==> config.mk <==
export PLATFORM = sky130hd
export DESIGN_NAME = serial_addsub
export DESIGN_NICKNAME = d
export VERILOG_FILES = /design/src/rtl/alu_pkg.sv /design/src/rtl/digit_adder.sv /design/src/rtl/serial_addsub.sv
export SDC_FILE = /design/constraint.sdc
export NUM_CORES = 1
export LEC_CHECK = 0
export BUFFER_PORTS_ARGS = -buffer_cell sky130_fd_sc_hd__buf_4
export CORE_ASPECT_RATIO = 1.75
export CORE_MARGIN = 2
export CORE_UTILIZATION = 38
export CTS_CLUSTER_SIZE = 40
export DETAILED_ROUTE_END_ITERATION = 7
export PLACE_DENSITY = 0.56
export SETUP_SLACK_MARGIN = 0.3
export SLEW_MARGIN = 0
export SYNTH_ARGS = -nofsm -noshare
export SYNTH_HDL_FRONTEND = slang
export SYNTH_SLANG_ARGS = --single-unit
==> constraint.sdc <==
create_clock -name clk -period 3.72 [get_ports clk]
set_input_delay 0.558 -clock clk [delete_from_list [all_inputs] [get_ports clk]]
set_output_delay 0.558 -clock clk [all_outputs]
set_load 0.005 [all_outputs]
==> src/rtl/alu_pkg.sv <==
// Shared ALU definitions: FSM state encoding and parameter-derived sizes.
package alu_pkg;

  typedef enum logic {
    IDLE = 1'b0,
    RUN  = 1'b1
  } state_e;

  // Number of digit cycles needed to cover a WIDTH-bit operand
  function automatic int unsigned num_digits(input int unsigned width,
                                             input int unsigned digit);
    return width / digit;
  endfunction

  // Bits needed to count 0..n-1; never less than one bit
  function automatic int unsigned cnt_width(input int unsigned n);
    int unsigned w;
    w = 1;
    while ((32'd1 << w) < n) w++;
    return w;
  endfunction

endpackage

==> src/rtl/digit_adder.sv <==
// Combinational DIGIT-bit ripple-carry chain of full-adder cells.
module digit_adder #(
  parameter int unsigned DIGIT = 4
) (
  input  logic [DIGIT-1:0] x,
  input  logic [DIGIT-1:0] y,
  input  logic             cin,
  output logic [DIGIT-1:0] s,
  output logic             cout,
  output logic             c_msb
);

  // Ripple the carry through one full-adder cell per bit
  always_comb begin
    logic [DIGIT:0] c;
    c     = '0;
    s     = '0;
    c[0]  = cin;
    for (int unsigned i = 0; i < DIGIT; i++) begin
      s[i]   = x[i] ^ y[i] ^ c[i];
      c[i+1] = (x[i] & y[i]) | (c[i] & (x[i] ^ y[i]));
    end
    cout  = c[DIGIT];
    c_msb = c[DIGIT-1];
  end

endmodule

==> src/rtl/serial_addsub.sv <==
// Multi-cycle adder/subtractor: one DIGIT-bit slice per cycle with a
// registered carry between slices, start/busy/done handshake.
module serial_addsub
  import alu_pkg::*;
#(
  parameter int unsigned WIDTH = 16,
  parameter int unsigned DIGIT = 4
) (
  input  logic             clk,
  input  logic             rst_n,
  input  logic             start,
  input  logic             sub,
  input  logic [WIDTH-1:0] a,
  input  logic [WIDTH-1:0] b,
  output logic             busy,
  output logic             done,
  output logic [WIDTH-1:0] sum,
  output logic             cout,
  output logic             ovf
);

  localparam int unsigned N  = num_digits(WIDTH, DIGIT);
  localparam int unsigned CW = cnt_width(N);

  state_e           state_q, state_d;
  logic [CW-1:0]    cnt_q, cnt_d;
  logic [WIDTH-1:0] a_q, a_d;
  logic [WIDTH-1:0] b_q, b_d;
  logic [WIDTH-1:0] acc_q, acc_d;
  logic [WIDTH-1:0] sum_q, sum_d;
  logic             carry_q, carry_d;
  logic             cout_q, cout_d;
  logic             ovf_q, ovf_d;
  logic             done_q, done_d;

  logic [DIGIT-1:0] dig_sum;
  logic             dig_cout;
  logic             dig_cmsb;
  logic [WIDTH-1:0] acc_shift;

  digit_adder #(
    .DIGIT(DIGIT)
  ) u_digit (
    .x    (a_q[DIGIT-1:0]),
    .y    (b_q[DIGIT-1:0]),
    .cin  (carry_q),
    .s    (dig_sum),
    .cout (dig_cout),
    .c_msb(dig_cmsb)
  );

  // New digit enters at the top; written as shift/or so DIGIT == WIDTH needs no special slice
  assign acc_shift = (acc_q >> DIGIT) | (WIDTH'(dig_sum) << (WIDTH - DIGIT));

  // Next-state logic: accept in IDLE, one digit per RUN cycle, publish on the last digit
  always_comb begin
    state_d = state_q;
    cnt_d   = cnt_q;
    a_d     = a_q;
    b_d     = b_q;
    acc_d   = acc_q;
    sum_d   = sum_q;
    carry_d = carry_q;
    cout_d  = cout_q;
    ovf_d   = ovf_q;
    done_d  = 1'b0;
    case (state_q)
      IDLE: begin
        if (start) begin
          a_d     = a;
          b_d     = b ^ {WIDTH{sub}};
          carry_d = sub;
          cnt_d   = '0;
          acc_d   = '0;
          state_d = RUN;
        end
      end
      RUN: begin
        a_d     = a_q >> DIGIT;
        b_d     = b_q >> DIGIT;
        acc_d   = acc_shift;
        carry_d = dig_cout;
        if (cnt_q == CW'(N - 1)) begin
          // Last digit holds the MSB, so its carries give the final flags
          sum_d   = acc_shift;
          cout_d  = dig_cout;
          ovf_d   = dig_cout ^ dig_cmsb;
          done_d  = 1'b1;
          state_d = IDLE;
        end else begin
          cnt_d = cnt_q + CW'(1);
        end
      end
    endcase
  end

  // State and datapath registers, all cleared by asynchronous reset
  always_ff @(posedge clk or negedge rst_n) begin
    if (!rst_n) begin
      state_q <= IDLE;
      cnt_q   <= '0;
      a_q     <= '0;
      b_q     <= '0;
      acc_q   <= '0;
      sum_q   <= '0;
      carry_q <= 1'b0;
      cout_q  <= 1'b0;
      ovf_q   <= 1'b0;
      done_q  <= 1'b0;
    end else begin
      state_q <= state_d;
      cnt_q   <= cnt_d;
      a_q     <= a_d;
      b_q     <= b_d;
      acc_q   <= acc_d;
      sum_q   <= sum_d;
      carry_q <= carry_d;
      cout_q  <= cout_d;
      ovf_q   <= ovf_d;
      done_q  <= done_d;
    end
  end

  assign busy = (state_q == RUN);
  assign done = done_q;
  assign sum  = sum_q;
  assign cout = cout_q;
  assign ovf  = ovf_q;

endmodule

# Word level (Yosys, flattened, before mapping)
# Index checks and enable logic that the tools add are counted.
# word_totals
mem_bits_rw,0
out_inout_bits,20
latchBits,0
in_bits,36
register_bits,71
memories,0
elab_cells,56
rom_bits,0
# classes
reduce_logical,2
magnitude_cmp,0
multipliers,0
n_mux,16
n_eq_ne,3
bitwise,24
shift,0
addsub,1
n_div,0
# op_table
cell,n
one-hot mux 16 bit (2 select lines),3
two-way mux 16 bit,3
bitwise OR 12 x 16 -> 16 bit,1
XOR 16 bit,1
XOR 1 bit,9
AND 1 bit,8
two-way mux 1 bit,5
two-way mux 2 bit,2
inequality test 2 bit (second input constant),2
bitwise OR 1 bit,4
one-hot mux 1 bit (2 select lines),2
one-hot mux 2 bit (2 select lines),1
AND reduction 2 bit,2
adder 2 x 1 -> 2 bit (second input constant),1
equality test 2 bit (second input constant),1
inverter 1 bit,1

# Logic depth before layout (Yosys ltp)
# Gate-level depths: netlist (run 1).
# depth
word_depth,10
mapped_depth,9
depth_no_buf,9

# Hierarchy
# Synthesis (run 1) repeated with hierarchy kept, for this count alone.
# unflattened
cells_unflattened,251
hier_area_um2,3100.5
# modules_own_cells
mod,seq_area_each_um2,cells_each,n_inst,area_each_um2
serial_addsub,1676.6,239,1,2990.4
digit_adder,0.0,12,1,110.1

# Worst setup path after synthesis (run 1)
# Ideal clock, no wire load.
# synth_timing
kind,reg2reg
from,register a_q[0]
to,register ovf_q (netlist: ovf)
slack_ns,1.569
arrival_time_ns,2.027
t_required_ns,3.595
setup_time_ns,0.125
period_less_slack_ns,2.151
path_stages_with_launch,10
n_path_buf,0
path_cell_list,dfrtp_1 > inv_1 > fa_1 > inv_1 > fa_1 > fa_1 > inv_1 > fa_1 > xnor2_1 > mux2_2
# synth_via
elab_chain_len,10
word_cells_on_any_way,11
cone_classes,bitwise (11)
# synth_lines
item,line_no,text
start: declaration,serial_addsub.sv:27,"logic [WIDTH-1:0] a_q, a_d;"
start signal: assignment,serial_addsub.sv:102,a_q <= '0;
start signal: assignment,serial_addsub.sv:113,a_q <= a_d;
XOR 1 bit,digit_adder.sv:21,c[i+1] = (x[i] & y[i]) | (c[i] & (x[i] ^ y[i]));
AND 1 bit,digit_adder.sv:21,
bitwise OR 1 bit *,digit_adder.sv:21,
AND 1 bit *,digit_adder.sv:21,
bitwise OR 1 bit *,digit_adder.sv:21,
AND 1 bit *,digit_adder.sv:21,
bitwise OR 1 bit *,digit_adder.sv:21,
AND 1 bit,digit_adder.sv:21,
bitwise OR 1 bit,digit_adder.sv:21,
XOR 1 bit *,serial_addsub.sv:87,ovf_d = dig_cout ^ dig_cmsb;
end signal: assignment,serial_addsub.sv:119,ovf_q <= ovf_d;
end: declaration,serial_addsub.sv:33,"logic ovf_q, ovf_d;"
# Every way passes the cells marked *; elsewhere a longest branch is shown, timed or not.
# A chain may end at the register's enable or synchronous reset.

# Worst setup path in the final report (run 1)
# Ends and elaborated chain as after synthesis.

==> metrics.md, run 1 <==
| Metric | Value |
|---|---|
| Gate Count Post-Synth | `249` |
| IO buf count | `55` |
| Min-Delay Path Class | `input pin to async pin` |
| WL per Instance | `14.6 µm` |
| Final non-filler cell total | `395` |
| Yosys top cell area share | `54.7%` |
| Grt peak-use layer | `met2` |
| Max frequency | `0.443 GHz` |
| Clock Root Buffer | `clkbuf_16` |
| HPWL Detailed | `3930 µm` |
| Seq/Total Area, Yosys | `54.7%` |
| Crit-path max FO | `3` |
| Pin count of the biggest net entering global routing | `68` |
| Setup TNS | `0 ns` |
| Post-synthesis mux area share | `14.0%` |
| Crit path cell chain | `inv_1 -> fa_1 -> inv_1 -> fa_1 -> fa_1 -> inv_1 -> fa_1 -> xnor2_1 -> mux2_2` |
| Slowest Stage Delay on Critical Path | `0.41 ns` |
| Row cnt | `43` |
| Req. time, crit path | `3.93 ns` |
| Unrepaired setup endpoints after global routing | `no` |
| Number of synthesized register bits | `67` |
| Initial DRC count | `86` |
| ANT nets after route | `0` |
| Final setup vio count | `0` |
| Fraction of layout cells with a size suffix above 1 | `31.1%` |
| Max H-tree Level | `3` |
| Synthesized Nets | `290` |
| Post-CTS Resized | `0` |
| Commonest cells after routing, fill and taps aside | `66 x dfrtp_1, 57 x buf_4, 22 x nand2_1, 21 x mux2i_1, 15 x o21ai_0` |
| Post-Place Cells | `380` |
| Area grow syn2layout | `24.1%` |
| Chip Width | `71.9 µm` |
| Most common cell after layout, fill and taps aside | `dfrtp_1` |
| Drc violations | `0` |
| Crit Path Category | `flop to flop` |
| Die height | `123 µm` |
| Crit path capture type | `flop` |
| Min setup slack post-route | `1.46 ns` |
| CP most frequent cell | `fa_1` |
| Via Count | `1953` |
| Antenna violations before repair | `0` |
| CP Launch Type | `flop` |
| Most area-hungry cell type in the Yosys netlist | `dfrtp_1` |
| Hold Fails Final Rpt | `0` |
| GR Util met3 | `3.53%` |
| Fin crit share | `60.7%` |
| Warning count from the yosys run | `0` |
| # Max-Cap Violations | `0` |
| Total power draw | `0.00290 W` |
| Post-CTS Hold Buffers | `0` |
| Leakage | `1.86 nW` |
| Global Route Usage Sum | `14.9%` |
| Vias in the first global route | `1971` |
| Peak VDD IR | `0.000257 V` |
| Clock tree buffer depth | `2` |
| R2r startpoint | `a_q[0]` |
| Max-slew violations | `0` |
| Crit path max-delay family | `adder cells` |
| Clk slew on worst S/H paths | `0.05 ns` |
| Distinct cells, synth | `29` |
| Outcome | `completed` |
| M1 GR Usage | `17.1%` |
| Total CTS buffers | `9` |
| Post-CTS Repair Setup Buffers | `0` |
| Pwr Density | `763 mW/mm²` |
| WL final | `5770 µm` |
| Min Hold Slack | `0.340 ns` |
| First-pass GRT wire length | `9740 µm` |
| Grt ovf | `0` |
| Worst slew pin tran | `0.848 ns` |
| Syn_area_per_cell | `12.3 µm²` |
| M2 GR Usage | `24.9%` |
| Core footprint | `0.00786 mm²` |
| Post-synthesis adder-cell area fraction | `3.02%` |
| Crit. Startpoint | `a_q[0]` |
| Clock insertion delay at the later pin of the skew report | `0.33 ns` |
| Die ar. | `0.00882 mm²` |
| Worst slack, placed | `1.46 ns` |
| Post-layout minimum cycle time | `2.26 ns` |
| I/O pin count | `56` |
| Xor-xnor portion of the synthesized cell area | `5.15%` |
| Worst slew margin | `43.5%` |
| Top post-synthesis cells by area | `dfrtp_1 55%, mux2i_1 6.9%, mux2_2 3.7%, mux2_4 3.4%, xnor2_1 3.4%` |
| # clock sinks | `67` |
| Slowest cell on the critical path | `fa_1` |
| Area fraction in compound gates after synthesis | `9.72%` |
| CP arrival | `2.47 ns` |
| Routability congestion estimate | `0.727` |
| Worst path buffer plus inverter count | `3` |
| Largest family of logic cells by synthesized area | `multiplexers` |
| Mapped Area | `0.00306 mm²` |
| CTS tree | `done` |
| Antenna diodes | `0` |
| Vias per cell | `4.94` |
| Post-layout net count | `342` |
| Initial Utilization | `39.0%` |
| Drt first pass iters | `3` |
| Simple-Gate Fraction of Synth Area | `8.78%` |
| Max Clock Skew | `0.00512 ns` |
## metal layers
| layer | vias to the layer above | routed length [µm] |
|---|---|---|
| li1 | 956 | - |
| met5 | - | 0 |
| met3 | 10 | 164 |
| met1 | 953 | 2300 |
| met2 | 34 | 3150 |
| met4 | 0 | 158 |
## through the flow
stage | util (%) | instance area, µm²
final | 48.4 | 3800
after CTS | 48.4 | 3800
after detailed placement | 44.6 | 3500
after global routing | 48.4 | 3800
after global placement | 44.6 | 3500
after floorplan | - | 3060
## final cells by class
type | count | area [µm²]
Timing Repair Buffer | 57 | 428
Tap cell | 90 | 113
Multi-Input combinational cell | 155 | 1240
Fill cell | 742 | 4060
Clock buffer | 13 | 260
Clock inverter | 2 | 35.0
Inverter | 11 | 41.3
Sequential cell | 67 | 1680
## final timing paths
path | endpoint | slack, ns | cells after the start
min in group clk | a_q[13] | 0.47 | 3
max in group asynchronous | busy | 2.77 | 1
hold / removal | a_q[12] | 0.34 | 1
setup / recovery | ovf | 1.46 | 9
hold reg to reg | a_q[11] | 0.48 | 2
setup reg to reg | ovf | 1.46 | 9
## cell usage after synthesis
| library cell | n |
|---|---|
| dfrtp_1 | 67 |
| nand2_1 | 22 |
| mux2i_1 | 21 |
| o21ai_0 | 15 |
| xnor2_1 | 12 |
| inv_1 | 11 |
| mux2_2 | 10 |
| nor2_1 | 9 |
| a22o_1 | 8 |
| buf_2 | 8 |
| mux2_4 | 7 |
| a221o_1 | 6 |
| and2_1 | 6 |
| nand2b_1 | 6 |
| o211ai_1 | 6 |
| or3b_2 | 6 |
| xor2_1 | 6 |
| a211oi_1 | 4 |
| buf_4 | 4 |
| fa_1 | 4 |
| buf_6 | 2 |
| clkbuf_1 | 2 |
| a21o_1 | 1 |
| a21oi_1 | 1 |
| ha_1 | 1 |
| nand2_4 | 1 |
| nor2b_1 | 1 |
| nor3b_1 | 1 |
| o21ai_1 | 1 |
## sequential cells by signal (all words and copies together), names as in the netlist
signal	cells
ovf	1
busy	1
cout	1
acc_q	12
cnt_q	2
a_q	16
carry_q	1
b_q	16
done	1
sum	16
## where the power goes
| group | internal [W] | switching, W |
|---|---|---|
| sequential | 0.00101 | 0.000189 |
| clock | 0.000550 | 0.000286 |
| combinational | 0.000504 | 0.000360 |
| total | 0.00206 | 0.000835 |
## cells by family after synthesis
| group | count (synthesis) |
|---|---|
| DFF | 67 |
| and+or+nand+nor | 52 |
| AOI/OAI and AO/OA | 42 |
| muxes | 38 |
| buffers and inverters | 27 |
| xor gates and xnor gates | 18 |
| adders and majority gates | 5 |
Note: power is estimated with default switching activity, not from simulation.
==> inputs of run 2 (changes only) <==
--- a/config.mk
+++ b/config.mk
@@ -5,6 +5,7 @@
 export SDC_FILE = /design/constraint.sdc
 export NUM_CORES = 1
 export LEC_CHECK = 0
+export ABC_AREA = 1
 export BUFFER_PORTS_ARGS = -buffer_cell sky130_fd_sc_hd__buf_4
 export CORE_ASPECT_RATIO = 1.75
 export CORE_MARGIN = 2
==> constraint.sdc (replaced) <==
create_clock -name clk -period 2.2 [get_ports clk]
set_input_delay 0.33 -clock clk [delete_from_list [all_inputs] [get_ports clk]]
set_output_delay 0.33 -clock clk [all_outputs]
set_load 0.005 [all_outputs]
==> run 2 against run 1 <==
Die area rose by 2.4%. First-iteration DRC count grew 99%. Global-route usage increased by 1.0 points. Via count up 27%. Setup slack lost 1.4 ns. Clock power grew 75%. Sequential cell count is the same. Combinational power grew 140%. Wire length grew 11%. Largest power group is now combinational cells. Highest routed layer unchanged.
==> metrics.md, run 2 <==
| Metric | Value |
|---|---|
| Outcome | `completed` |
| Worst slew pin tran | `0.573 ns (-0.275 ns)` |
| Top post-synthesis cells by area | `dfrtp_1 53%, nand2_1 16%, inv_1 7.3%, o21ai_0 4.0%, fa_1 2.5%` |
| Async SR Flop Fraction | `100% (unchanged)` |
| Fraction of layout cells with a size suffix above 1 | `21.1% (-10 points)` |
| Final setup vio count | `0 (unchanged)` |
| Number of flops mapped to enable cells by yosys | `0 (unchanged)` |
| Max-slew violations | `0 (unchanged)` |
| Number of synthesized register bits | `67 (unchanged)` |
| Grt ovf | `0 (unchanged)` |
| # fillers | `799 (+7.7%)` |
| Clock tree buffer depth | `2 (unchanged)` |
| Distinct cells, synth | `23 (-21%)` |
| Area grow syn2layout | `26.5%` |
| Core footprint | `0.00796 mm² (+1.4%)` |
| # clock sinks | `67 (unchanged)` |
| Crit Path Category | `flop to flop` |
| Commonest cells in the synthesized netlist | `136 x nand2_1, 67 x dfrtp_1, 61 x inv_1` |
| Syn_area_per_cell | `8.37 µm² (-32%)` |
| Worst slew margin | `61.6% (+18 points)` |
| Total CTS buffers | `9 (unchanged)` |
| Warning count from the yosys run | `0 (unchanged)` |
| Worst slack, placed | `0.0544 ns (-1.40 ns)` |
| Fin crit share | `97.7% (+37 points)` |
| Peak VDD IR | `0.000467 V (+81%)` |
| Max Clock Skew | `0.00484 ns (-0.000282 ns)` |
| Leakage | `2.09 nW (+12%)` |
| Initial Utilization | `39.4% (+0.45 points)` |
| Most area-hungry cell type in the Yosys netlist | `dfrtp_1` |
| Initial DRC count | `171 (+99%)` |
| Crit path capture type | `flop` |
| Pin count of the biggest net entering global routing | `39 (-43%)` |
| Drt first pass iters | `4 (+1)` |
| Post-layout minimum cycle time | `2.15 ns (-0.109 ns)` |
| R2R cell count | `8 (-1)` |
| Seq/Total Area, Yosys | `53.4% (-1.4 points)` |
| Top-count cell post-synth | `nand2_1` |
| Antenna violations before repair | `0 (unchanged)` |
| Max H-tree Level | `3 (unchanged)` |
| Primary FF master, synth | `dfrtp_1` |
| ANT nets after route | `0 (unchanged)` |
| Max frequency | `0.465 GHz (+5.1%)` |
| Clock Root Buffer | `clkbuf_16` |
| Row cnt | `43 (unchanged)` |
| Min setup slack post-route | `0.0514 ns (-1.41 ns)` |
| CP Launch Type | `flop` |
| Setup TNS | `0 ns (unchanged)` |
| Die height | `124 µm (+1.2%)` |
| Gate Count Post-Synth | `375 (+51%)` |
| Vias per cell | `4.73 (-4.3%)` |
| Synthesized Nets | `416 (+43%)` |
| IO buf count | `55 (unchanged)` |
| Global Route Usage Sum | `15.9% (+1.0 points)` |
| Pwr Density | `1390 mW/mm² (+83%)` |
| # Max-Cap Violations | `0 (unchanged)` |
| WL final | `6430 µm (+11%)` |
| Clk slew on worst S/H paths | `0.05 ns (about the same)` |
| Most common cell after layout, fill and taps aside | `nand2_1` |
| Unrepaired setup endpoints after global routing | `yes` |
| Min-Delay Path Class | `input pin to flop` |
| CP arrival | `2.39 ns (-0.08 ns)` |
| Placed cell areas | `0.00361 mm² (+2.9%)` |
| Routability congestion estimate | `0.771 (+6.0%)` |
| Clock insertion delay at the later pin of the skew report | `0.33 ns (about the same)` |
| Commonest cells after routing, fill and taps aside | `135 x nand2_1, 67 x dfrtp_1, 59 x buf_4, 57 x inv_1, 22 x o21ai_0` |
| Via Count | `2483 (+27%)` |
| CTS tree | `done` |
| Post-layout net count | `471 (+38%)` |
| HPWL Detailed | `4340 µm (+10%)` |
| Mapped Area | `0.00314 mm² (+2.5%)` |
| Post-Place Cells | `505 (+33%)` |
| Yosys top cell area share | `53.4% (-1.4 points)` |
| Vias in the first global route | `2505 (+27%)` |
| Cells on Worst Hold Path | `3` |
| Die ar. | `0.00904 mm² (+2.4%)` |
| Chip Width | `72.7 µm (+1.2%)` |
| WL per Instance | `12.3 µm (-16%)` |
| Crit-path max FO | `2 (-1)` |
| Antenna diodes | `0 (unchanged)` |
| Drc violations | `0 (unchanged)` |
| Final Cell Area | `0.00397 mm² (+4.5%)` |
| Req. time, crit path | `2.44 ns (-1.49 ns)` |
| Final non-filler cell total | `525 (+33%)` |
| Hold Fails Final Rpt | `0 (unchanged)` |
| I/O pin count | `56 (unchanged)` |
| First-pass GRT wire length | `11200 µm (+15%)` |
-- run 2: cell count changes in the layout (fill, tap and decap cells not counted), sizes merged, moves of 7 or more --
cell | previous run | this run
nand2 | 23 | 138
inv | 11 | 63
mux2i | 21 | 0
mux2 | 17 | 0
nand3 | 0 | 13
o21ai | 16 | 29
o22ai | 0 | 12
a21oi | 1 | 12
xnor2 | 12 | 1
a22o | 8 | 0
nor2 | 9 | 2
-- run 2: where the power goes --
group | switching [W] | internal [W] | leakage [nW]
sequential | 0.000258 | 0.00176 | 0.848
combinational | 0.00110 | 0.000954 | 1.09
clock | 0.000491 | 0.000971 | 0.150
-- run 2: kinds of logic after synthesis --
family	count (synthesis)	share of synthesized area, %
DFF	67	53.4
buffers and inverters	82	11.4
AOI/OAI and AO/OA	62	11.1
xor gates and xnor gates	5	1.39
and+or+nand+nor	154	19.8
adders and majority gates	5	2.95
-- run 2: area by class of cell --
class	count	area, µm²	area share (%)
Inverter	63	239	6.02
Multi-Input combinational cell	226	1130	28.5
Clock buffer	15	278	6.99
Clock inverter	1	30.0	0.756
Sequential cell	67	1680	42.2
Tap cell	90	113	2.83
Timing Repair Buffer	63	504	12.7
-- run 2: metal layers --
layer  wire length [µm]  up-vias  track usage, %
met1               2670     1156            19.0
met4                106        0            7.19
li1                   -     1268               -
met3                252        7            3.96
met5                  0        -               0
met2               3410       52            26.4
-- run 2: final timing paths --
check | start | to | slack, ns
max | a_q[0] | acc_q[15] | 0.05
min | a[14] | a_q[14] | 0.20
max reg2reg | a_q[0] | acc_q[15] | 0.05
min reg2reg | b_q[14] | b_q[14] | 0.48
max in group asynchronous | rst_n | b_q[7] | 1.15
min in group asynchronous | rst_n | acc_q[5] | 0.52
-- run 2: metrics by stage --
stage | util, % | hold slack [ns] | power [W]
floorplan | - | 0.0344 | 0.00333
global placement | 45.3 | 0.337 | 0.00389
detailed placement | 45.3 | 0.342 | 0.00395
CTS | 49.4 | 0.190 | 0.00548
global route | 49.9 | 0.194 | 0.00600
finish | 49.9 | 0.200 | 0.00553
-- run 2: worst max-delay path, cell delays in order (launching register included) --
cell,delay [ns]
dfrtp_1,0.38
inv_2,0.07
fa_2,0.20
inv_2,0.04
fa_2,0.34
fa_2,0.36
inv_2,0.07
fa_2,0.44
o22ai_2,0.17
-- run 2: repair_timing --
item,CTS,global route
hold buffers,1,0
gates resized for setup,4,7
setup buffers,1,2
pin swaps,3,1
endpoints found under the hold margin,37,0
endpoints found under the setup margin,5,7
